[src/rtl/buf_dat_loop_fsm_pkg.sv]
// Shared widths and state encoding for the CONV buffer feature-read loop sequencer.
package buf_dat_loop_fsm_pkg;

  localparam int KW_DEF = 4;
  localparam int CW_DEF = 10;
  localparam int WW_DEF = 10;
  localparam int GW_DEF = 10;
  localparam int HW_DEF = 10;

  typedef enum logic [1:0] {
    ST_IDLE = 2'd0,
    ST_RUN  = 2'd1,
    ST_DONE = 2'd2
  } state_e;

endpackage

[src/rtl/buf_dat_loop_fsm_if.sv]
// Feature-read handshake and loop-boundary strobes toward the stripe controller.
interface buf_dat_loop_fsm_if;

  logic dat_ch_go;
  logic feature_data_rdy;
  logic feature_data_vld;
  logic CHinKyKx_max_now_comb;
  logic Wout_loop_end_comb;

  modport master (
    input  dat_ch_go,
    input  feature_data_rdy,
    output feature_data_vld,
    output CHinKyKx_max_now_comb,
    output Wout_loop_end_comb
  );

  modport slave (
    output dat_ch_go,
    output feature_data_rdy,
    input  feature_data_vld,
    input  CHinKyKx_max_now_comb,
    input  Wout_loop_end_comb
  );

endinterface

[src/rtl/buf_dat_loop_fsm_loop_cnt.sv]
// Wrap counter: counts 0..max on en, flags last at max, synchronous clear.
module loop_cnt #(
  parameter int W = 4
) (
  input  logic         clk,
  input  logic         rst_n,
  input  logic         en,
  input  logic         clr,
  input  logic [W-1:0] max,
  output logic [W-1:0] cnt,
  output logic         last
);

  assign last = (cnt == max);

  always_ff @(posedge clk or negedge rst_n) begin
    if (!rst_n)      cnt <= '0;
    else if (clr)    cnt <= '0;
    else if (en)     cnt <= last ? '0 : cnt + 1'b1;
  end

endmodule

[src/rtl/buf_dat_loop_fsm.sv]
// Walks Kx->Ky->CHin->Wout->Cout->Hout, one feature-read beat per accepted handshake.
module buf_dat_loop_fsm
  import buf_dat_loop_fsm_pkg::*;
#(
  parameter int KW = KW_DEF,
  parameter int CW = CW_DEF,
  parameter int WW = WW_DEF,
  parameter int GW = GW_DEF,
  parameter int HW = HW_DEF
) (
  input  logic                 clk,
  input  logic                 rst_n,
  input  logic                 start,
  input  logic [KW-1:0]        cfg_kx,
  input  logic [KW-1:0]        cfg_ky,
  input  logic [CW-1:0]        cfg_chin,
  input  logic [WW-1:0]        cfg_wout,
  input  logic [GW-1:0]        cfg_cout,
  input  logic [HW-1:0]        cfg_hout,
  buf_dat_loop_fsm_if.master   feat,
  output logic [KW-1:0]        kx,
  output logic [KW-1:0]        ky,
  output logic [CW-1:0]        chin,
  output logic [WW-1:0]        wout,
  output logic [GW-1:0]        cout,
  output logic [HW-1:0]        hout,
  output logic                 busy,
  output logic                 done
);

  state_e state, state_nxt;

  logic [KW-1:0] max_kx, max_ky;
  logic [CW-1:0] max_chin;
  logic [WW-1:0] max_wout;
  logic [GW-1:0] max_cout;
  logic [HW-1:0] max_hout;

  logic ld, acc;
  logic last_kx, last_ky, last_chin, last_wout, last_cout, last_hout;
  logic en_ky, en_chin, en_wout, en_cout, en_hout;

  // Terminal counts are held as cfg-1 so mid-layer cfg changes cannot disturb the walk.
  always_ff @(posedge clk or negedge rst_n) begin
    if (!rst_n) begin
      max_kx   <= '0;
      max_ky   <= '0;
      max_chin <= '0;
      max_wout <= '0;
      max_cout <= '0;
      max_hout <= '0;
    end else if (ld) begin
      max_kx   <= cfg_kx   - 1'b1;
      max_ky   <= cfg_ky   - 1'b1;
      max_chin <= cfg_chin - 1'b1;
      max_wout <= cfg_wout - 1'b1;
      max_cout <= cfg_cout - 1'b1;
      max_hout <= cfg_hout - 1'b1;
    end
  end

  always_ff @(posedge clk or negedge rst_n) begin
    if (!rst_n) state <= ST_IDLE;
    else        state <= state_nxt;
  end

  always_comb begin
    state_nxt                  = state;
    ld                         = 1'b0;
    acc                        = 1'b0;
    busy                       = 1'b1;
    done                       = 1'b0;
    feat.feature_data_vld      = 1'b0;
    feat.CHinKyKx_max_now_comb = 1'b0;
    feat.Wout_loop_end_comb    = 1'b0;
    unique case (state)
      ST_IDLE: begin
        busy = 1'b0;
        if (start) begin
          ld        = 1'b1;
          state_nxt = ST_RUN;
        end
      end
      ST_RUN: begin
        feat.feature_data_vld      = feat.dat_ch_go;
        acc                        = feat.dat_ch_go & feat.feature_data_rdy;
        feat.CHinKyKx_max_now_comb = last_kx & last_ky & last_chin;
        feat.Wout_loop_end_comb    = acc & last_kx & last_ky & last_chin & last_wout;
        if (acc & last_kx & last_ky & last_chin & last_wout & last_cout & last_hout)
          state_nxt = ST_DONE;
      end
      ST_DONE: begin
        done      = 1'b1;
        state_nxt = ST_IDLE;
      end
      default: state_nxt = ST_IDLE;
    endcase
  end

  assign en_ky   = acc     & last_kx;
  assign en_chin = en_ky   & last_ky;
  assign en_wout = en_chin & last_chin;
  assign en_cout = en_wout & last_wout;
  assign en_hout = en_cout & last_cout;

  loop_cnt #(.W(KW)) u_kx   (.clk(clk), .rst_n(rst_n), .en(acc),     .clr(ld), .max(max_kx),   .cnt(kx),   .last(last_kx));
  loop_cnt #(.W(KW)) u_ky   (.clk(clk), .rst_n(rst_n), .en(en_ky),   .clr(ld), .max(max_ky),   .cnt(ky),   .last(last_ky));
  loop_cnt #(.W(CW)) u_chin (.clk(clk), .rst_n(rst_n), .en(en_chin), .clr(ld), .max(max_chin), .cnt(chin), .last(last_chin));
  loop_cnt #(.W(WW)) u_wout (.clk(clk), .rst_n(rst_n), .en(en_wout), .clr(ld), .max(max_wout), .cnt(wout), .last(last_wout));
  loop_cnt #(.W(GW)) u_cout (.clk(clk), .rst_n(rst_n), .en(en_cout), .clr(ld), .max(max_cout), .cnt(cout), .last(last_cout));
  loop_cnt #(.W(HW)) u_hout (.clk(clk), .rst_n(rst_n), .en(en_hout), .clr(ld), .max(max_hout), .cnt(hout), .last(last_hout));

endmodule

[src/flat_wrapper.sv]
// flat-port wrapper written by rule: the top's interface ports become plain ports
module buf_dat_loop_fsm_flat import buf_dat_loop_fsm_pkg::*;
#(
  parameter int KW = KW_DEF,
  parameter int CW = CW_DEF,
  parameter int WW = WW_DEF,
  parameter int GW = GW_DEF,
  parameter int HW = HW_DEF
)
  (clk, rst_n, start, cfg_kx, cfg_ky, cfg_chin, cfg_wout, cfg_cout, cfg_hout, kx, ky, chin, wout, cout, hout, busy, done, feat_dat_ch_go, feat_feature_data_rdy, feat_feature_data_vld, feat_CHinKyKx_max_now_comb, feat_Wout_loop_end_comb);
  buf_dat_loop_fsm_if feat_i ();
  input  logic clk;
  input  logic rst_n;
  input  logic start;
  input  logic [KW-1:0] cfg_kx;
  input  logic [KW-1:0] cfg_ky;
  input  logic [CW-1:0] cfg_chin;
  input  logic [WW-1:0] cfg_wout;
  input  logic [GW-1:0] cfg_cout;
  input  logic [HW-1:0] cfg_hout;
  output logic [KW-1:0] kx;
  output logic [KW-1:0] ky;
  output logic [CW-1:0] chin;
  output logic [WW-1:0] wout;
  output logic [GW-1:0] cout;
  output logic [HW-1:0] hout;
  output logic busy;
  output logic done;
  input wire logic [$bits(feat_i.dat_ch_go)-1:0] feat_dat_ch_go;
  input wire logic [$bits(feat_i.feature_data_rdy)-1:0] feat_feature_data_rdy;
  output wire logic [$bits(feat_i.feature_data_vld)-1:0] feat_feature_data_vld;
  output wire logic [$bits(feat_i.CHinKyKx_max_now_comb)-1:0] feat_CHinKyKx_max_now_comb;
  output wire logic [$bits(feat_i.Wout_loop_end_comb)-1:0] feat_Wout_loop_end_comb;
  assign feat_i.dat_ch_go = feat_dat_ch_go;
  assign feat_i.feature_data_rdy = feat_feature_data_rdy;
  assign feat_feature_data_vld = feat_i.feature_data_vld;
  assign feat_CHinKyKx_max_now_comb = feat_i.CHinKyKx_max_now_comb;
  assign feat_Wout_loop_end_comb = feat_i.Wout_loop_end_comb;
  buf_dat_loop_fsm #(.KW(KW), .CW(CW), .WW(WW), .GW(GW), .HW(HW)) u_core (.clk(clk), .rst_n(rst_n), .start(start), .cfg_kx(cfg_kx), .cfg_ky(cfg_ky), .cfg_chin(cfg_chin), .cfg_wout(cfg_wout), .cfg_cout(cfg_cout), .cfg_hout(cfg_hout), .feat(feat_i), .kx(kx), .ky(ky), .chin(chin), .wout(wout), .cout(cout), .hout(hout), .busy(busy), .done(done));
endmodule
[config.mk]
export PLATFORM = sky130hd
export DESIGN_NAME = buf_dat_loop_fsm_flat
export DESIGN_NICKNAME = d
export VERILOG_FILES = /design/src/rtl/buf_dat_loop_fsm_pkg.sv /design/src/rtl/buf_dat_loop_fsm_if.sv /design/src/rtl/buf_dat_loop_fsm_loop_cnt.sv /design/src/rtl/buf_dat_loop_fsm.sv /design/src/flat_wrapper.sv
export SDC_FILE = /design/constraint.sdc
export NUM_CORES = 1
export LEC_CHECK = 0
export ABC_AREA = 1
export CAP_MARGIN = 0
export CORE_MARGIN = 8
export CORE_UTILIZATION = 50
export CTS_BUF_LIST = sky130_fd_sc_hd__clkbuf_4 sky130_fd_sc_hd__clkbuf_8
export DETAILED_ROUTE_END_ITERATION = 8
export PLACE_DENSITY = 0.76
export SLEW_MARGIN = 20
export SYNTH_ARGS = -nofsm -noshare
export SYNTH_HDL_FRONTEND = slang
export SYNTH_SLANG_ARGS = --single-unit
export TNS_END_PERCENT = 30
[constraint.sdc]
create_clock -name clk -period 2.1 [get_ports clk]
set_clock_uncertainty 0.15 [all_clocks]
set_input_delay 0.42 -clock clk [delete_from_list [all_inputs] [get_ports clk]]
set_output_delay 0.42 -clock clk [all_outputs]
set_load 0.05 [all_outputs]
## After elaboration in Yosys (flattened, before gate mapping)

Cells that the tools add are included.
W data, S select, Z words.

- Reduce and logical (&&, ||, !) cells: 8
- Bitwise gates (word level): 14
- Eq/ne operators: 10
- Add/subtract/negate cells: 12
- Multiplexer cells: 29

Operators by type and width:

| cell | number |
|---|---|
| $mux W10 | 12 |
| $add A10 B1 Y10 const B | 4 |
| $eq A10 B10 Y1 | 4 |
| $sub A10 B1 Y10 const B | 4 |
| $mux W4 | 6 |
| $and A1 B1 Y1 | 14 |
| $reduce_bool A2 Y1 | 6 |
| $add A4 B1 Y4 const B | 2 |
| $eq A4 B4 Y1 | 2 |
| $mux W1 | 8 |
| $sub A4 B1 Y4 const B | 2 |
| $mux W2 | 2 |
| $pmux W2 S2 | 1 |
| $eq A2 B1 Y1 const B | 1 |
| $eq A2 B2 Y1 const B | 1 |
| $logic_not A2 Y1 | 1 |
| $ne A2 B1 Y1 const B | 1 |
| $ne A2 B2 Y1 const B | 1 |
| $reduce_and A2 Y1 | 1 |

- Word-level logic and storage cells: 86
- Flip-flop bits (word level): 98
- Output and inout port bits: 53
- Bits of input ports: 53

## Longest topological paths before layout

- Depth after elaboration: 9
- Mapped depth: 11
- Gate-level depth less buffers: 11

## Modules after synthesis

Synthesis repeated with hierarchy kept, for this count alone.

- Cell total of the unflattened synthesis: 906
- Area, all modules: 6,510.0 um2

Modules (own cells, without submodules):

| module | sequential area each (um2) | area an instance (um2) | instances | cells each |
|---|---|---|---|---|
| loop_cnt (u_core.u_chin ...) | 250.2 | 774.5 | 4 | 108 |
| buf_dat_loop_fsm | 1,251.2 | 2,824.0 | 1 | 382 |
| loop_cnt (u_core.u_kx ...) | 100.1 | 294.0 | 2 | 46 |

## Worst setup path before layout

OpenSTA, ideal clock, no wires.

- Path type: register to output
- From: register u_core.u_kx.cnt[1]
- To: output port feat_Wout_loop_end_comb
- Arrival time: 2,444 ps
- Stages on the path, launching flop included: 9
- Buffers on the path: 0
- Required time: 1,530 ps
- Slack: -914 ps
- Cell sequence: dfrtp_1 inv_1 nand2_1 nand2_1 nor2_2 nand2_1 nor2_1 nand2_1 nor3_1

- Longest elaborated chain between the ends: 6

RTL lines:

| item | RTL line | source |
|---|---|---|
| start: declaration | buf_dat_loop_fsm_loop_cnt.sv:10 | `output logic [W-1:0] cnt,` |
| start signal: assignment | buf_dat_loop_fsm_loop_cnt.sv:19 | `else if (en) cnt <= last ? '0 : cnt + 1'b1;` |
| $eq A4 B4 Y1 | buf_dat_loop_fsm_loop_cnt.sv:14 | `assign last = (cnt == max);` |
| $and A1 B1 Y1 (4 in series) | buf_dat_loop_fsm.sv:88 | `feat.Wout_loop_end_comb = acc & last_kx & last_ky & last_chin & last_wout;` |
| $mux W1 | buf_dat_loop_fsm.sv:76 | `unique case (state)` |
| end: declaration | flat_wrapper.sv:33 | `output wire logic [$bits(feat_i.Wout_loop_end_comb)-1:0] feat_Wout_loop_end_comb;` |

No other way between the ends.

## Worst setup path in the final report

- From: register u_core.u_ky.cnt[0]
- To: output port feat_Wout_loop_end_comb

- Longest elaborated chain between the ends: 5

RTL lines:

| item | RTL line |
|---|---|
| start: declaration | buf_dat_loop_fsm_loop_cnt.sv:10 |
| start signal: assignment | buf_dat_loop_fsm_loop_cnt.sv:19 |
| $eq A4 B4 Y1 | buf_dat_loop_fsm_loop_cnt.sv:14 |
| $and A1 B1 Y1 (3 in series) | buf_dat_loop_fsm.sv:88 |
| $mux W1 | buf_dat_loop_fsm.sv:76 |

No other way between the ends.

==> reports/summary.txt <==
max-cap violation count: 0
clock share of power: 0.186
DRT Pass-1 Iters: 4
layout cells sized above 1: 0.210
switching pwr: 3.46 mW
DP Cell Count: 1185
non-filler instance count after layout: 1206
Initial DRC Count: 355
Synth area leaders: dfrtp_1 39%, nand2_1 13%, inv_1 6.4%, nor2_1 6.0%, xor2_1 5.1%
clock transition at the registers of the reported paths: 0.09 ns
combinational share of power: 0.447
global route overflow: 0
worst setup margin: -0.267 ns
Via Count: 5954
placed wire-length estimate: 12300 microns
Site Rows: 41
Max Fclk: 0.422 GHz
commonest cells after routing, fill and taps aside: 222 x nand2_1, 115 x buf_4, 107 x inv_1, 97 x nor2_1, 73 x dfrtp_1
max-slew violation count: 0
GPL Wtd Cong: 0.840
Mapped Area: 6310 sq um
initial antenna violation count: 0
Switching Fraction: 0.422
total CTS buffers: 9
Ys Warns: 0
post-synth top area share: 0.389
Worst Path Required: 1.53 ns
worst slew pin tran: 0.412 ns
CP dominant cell by count: nand2_4
# DRC: 0
multi-input logic area: 3330 sq um
fin nets: 1094
synthesized instance count: 864
Antenna diodes: 0
vias in the first global route: 5739
first-pass GRT wire length: 27300 microns
fillers: 1134
critical path's largest stage delay: 0.41 ns
failing checks: negative setup slack
Port Buf Inserts: 105
final setup TNS: -0.470 ns
Vias/cell: 4.94
prevailing post-synth register cell: dfrtp_1
CP max FO: 3
worst-skew pair later-pin latency: 0.38 ns
maximum VDD drop: 764 uV
status: complete, but fails checks
Final min period: 2.37 ns
worst path cell trace: or2_1 > a21oi_2 > nand2_4 > nor2_4 > nand2_4 > nor3_4 > buf_12
Seq. cell area: 2480 sq um
kind of critical path: reg2out
endpoint class of the critical path: primary output
# H-tree levels: 3
number of synthesized flops with an enable pin: 0
synthesized flop and latch total: 98
Core Box Area: 12500 sq um
Util after Layout: 0.664
deepest clock path buffer count: 2
Die Width: 128 microns
commonest non-fill, non-tap cell in the layout: nand2_1
drt wl/cell: 13.3 microns
internal power: 4.73 mW
cell taking the most area after synthesis: dfrtp_1
synthesis-to-finish area growth: 31.2%
CTS tree: built
PD cells: 989 nW/um^2
startpoint types: flop
Synth Area per Inst: 7.30 sq um
Post-synth ARST share: 1.00
Die Footprint: 16500 sq um
CP max-delay cell: dfrtp_2
post-route antenna net violation count: 0
Seq/Total Area, Yosys: 0.389
Ports: 106
Rel. slew slack: 0.723
die height: 128 microns
final WL: 16100 microns
Clock Sinks: 98
sequential share of power: 0.367
Final setup viols: 2
Initial Util: 0.506
Leak: 4.17 nW
post-synthesis cell type count: 39
gr usage total: 0.204
Critical Path AT: 1.80 ns
part of the cycle the worst path needs: 1.13
pin count of the biggest net entering global routing: 47
CTS root buf: clkbuf_8
Worst Hold Class: in2async
syn nets: 929
Hold Fails Final Rpt: 0
RSZ-0062 raised after global routing: yes
-- cell usage after synthesis, types with 2 or more instances --
cell type and count:
nand2_1 226, inv_1 107, nor2_1 101, dfrtp_1 98, o21ai_0 58, nand3_1 49
xor2_1 37, nor3_1 25, xnor2_1 22, a21oi_1 16, clkbuf_1 15, inv_2 13
nand4_1 13, ha_1 12, nand3_2 12, a31oi_1 11, o21ai_1 11, nor2_2 5
nand2_4 3, nand3_4 3, nand3b_1 3, nor2_8 3, a2bb2oi_1 2, buf_2 2
o22ai_1 2, or2_2 2
-- flip-flops by register name, summed over array words and instances, names as in the netlist --
name and count:
u_core.state 2, u_core.max_chin 10, u_core.u_kx.cnt 4, u_core.max_cout 10, u_core.max_kx 4, u_core.max_hout 10, u_core.u_wout.cnt 10, u_core.u_cout.cnt 10
u_core.max_ky 4, u_core.u_hout.cnt 10, u_core.u_ky.cnt 4, u_core.u_chin.cnt 10, u_core.max_wout 10
-- layout make-up --
cell class,instances,share of cell area
clock inverter,4,0.0119
clock buffer,12,0.0184
sequential,98,0.300
multi-input combinational,624,0.402
inverter,121,0.0549
timing repair buffer,175,0.187
tap,172,0.0260
-- worst max-delay path: cells and delay by family (launching register included) --
| family | cells | cell delay (ns) |
|---|---|---|
| AND/OR/NAND/NOR | 5 | 0.66 |
| AO/OA/AOI/OAI | 1 | 0.18 |
| flip-flops | 1 | 0.41 |
| buffers and inverters | 1 | 0.16 |
-- per-layer routing --
layer,part of all wire,global-route usage
met1,0.48,0.266
met4,0.0099,0.0497
met2,0.46,0.331
met3,0.049,0.0545
met5,0,0
-- path summary, 6_finish.rpt --
check                                                 start                                to  slack (ns)  cells after the start
hold reg to reg              u_core.max_chin[9]$_DFFE_PN0P_    u_core.max_chin[9]$_DFFE_PN0P_        0.37                      2
min in group clk             u_core.max_chin[9]$_DFFE_PN0P_    u_core.max_chin[9]$_DFFE_PN0P_        0.37                      2
hold / removal                                        rst_n    u_core.max_chin[1]$_DFFE_PN0P_        0.35                      2
setup reg to reg           u_core.u_chin.cnt[0]$_DFFE_PN0P_  u_core.u_hout.cnt[9]$_DFFE_PN0P_        0.16                     11
setup / recovery             u_core.u_ky.cnt[0]$_DFFE_PN0P_           feat_Wout_loop_end_comb       -0.27                      7
max in group asynchronous                             rst_n  u_core.u_chin.cnt[3]$_DFFE_PN0P_        0.91                      3
-- power groups by stage --
stage / sequential (mW) / combinational [mW] / clock, mW
floorplan: 3.74 / 1.65 / 0
global placement: 3.02 / 3.56 / 0
detailed placement: 3.03 / 3.62 / 0
CTS: 3.00 / 3.64 / 1.56
global route: 3.08 / 4.05 / 1.63
finish: 3.00 / 3.65 / 1.52
-- cell families (layout without fill, tap and decap cells) --
logic type               after synthesis  in the layout  synth area share
buffers and inverters                142            312            0.0911
XOR/XNOR                              59             59            0.0819
AND/OR/NAND/NOR                      448            448             0.325
adder cells (fa/ha/maj)               12             12            0.0238
AO/OA/AOI/OAI                        105            105            0.0895
flip-flops                            98             98             0.389
-- what timing repair did --
item                                    4_1_cts  5_1_grt
endpoints found under the setup margin        2        5
endpoints found under the hold margin        26        0
gates resized for setup                       1        4
pin swaps                                     5        2
hold buffers                                  1        0
buffers inserted                              1        3
-- stage by stage --
stage          cell area [sq um]  setup WS (ns)  total power [mW]  hold WS [ns]
2_1_floorplan               6370         -0.221              5.39       -0.0256
3_3_place_gp                7970        -0.0959              6.58         0.224
3_5_place_dp                7970         -0.142              6.65         0.227
4_1_cts                     8240         -0.293              8.20         0.348
5_1_grt                     8280         -0.379              8.76         0.377
6_report                    8280         -0.267              8.18         0.348
Power figures use the tool's default switching activity.
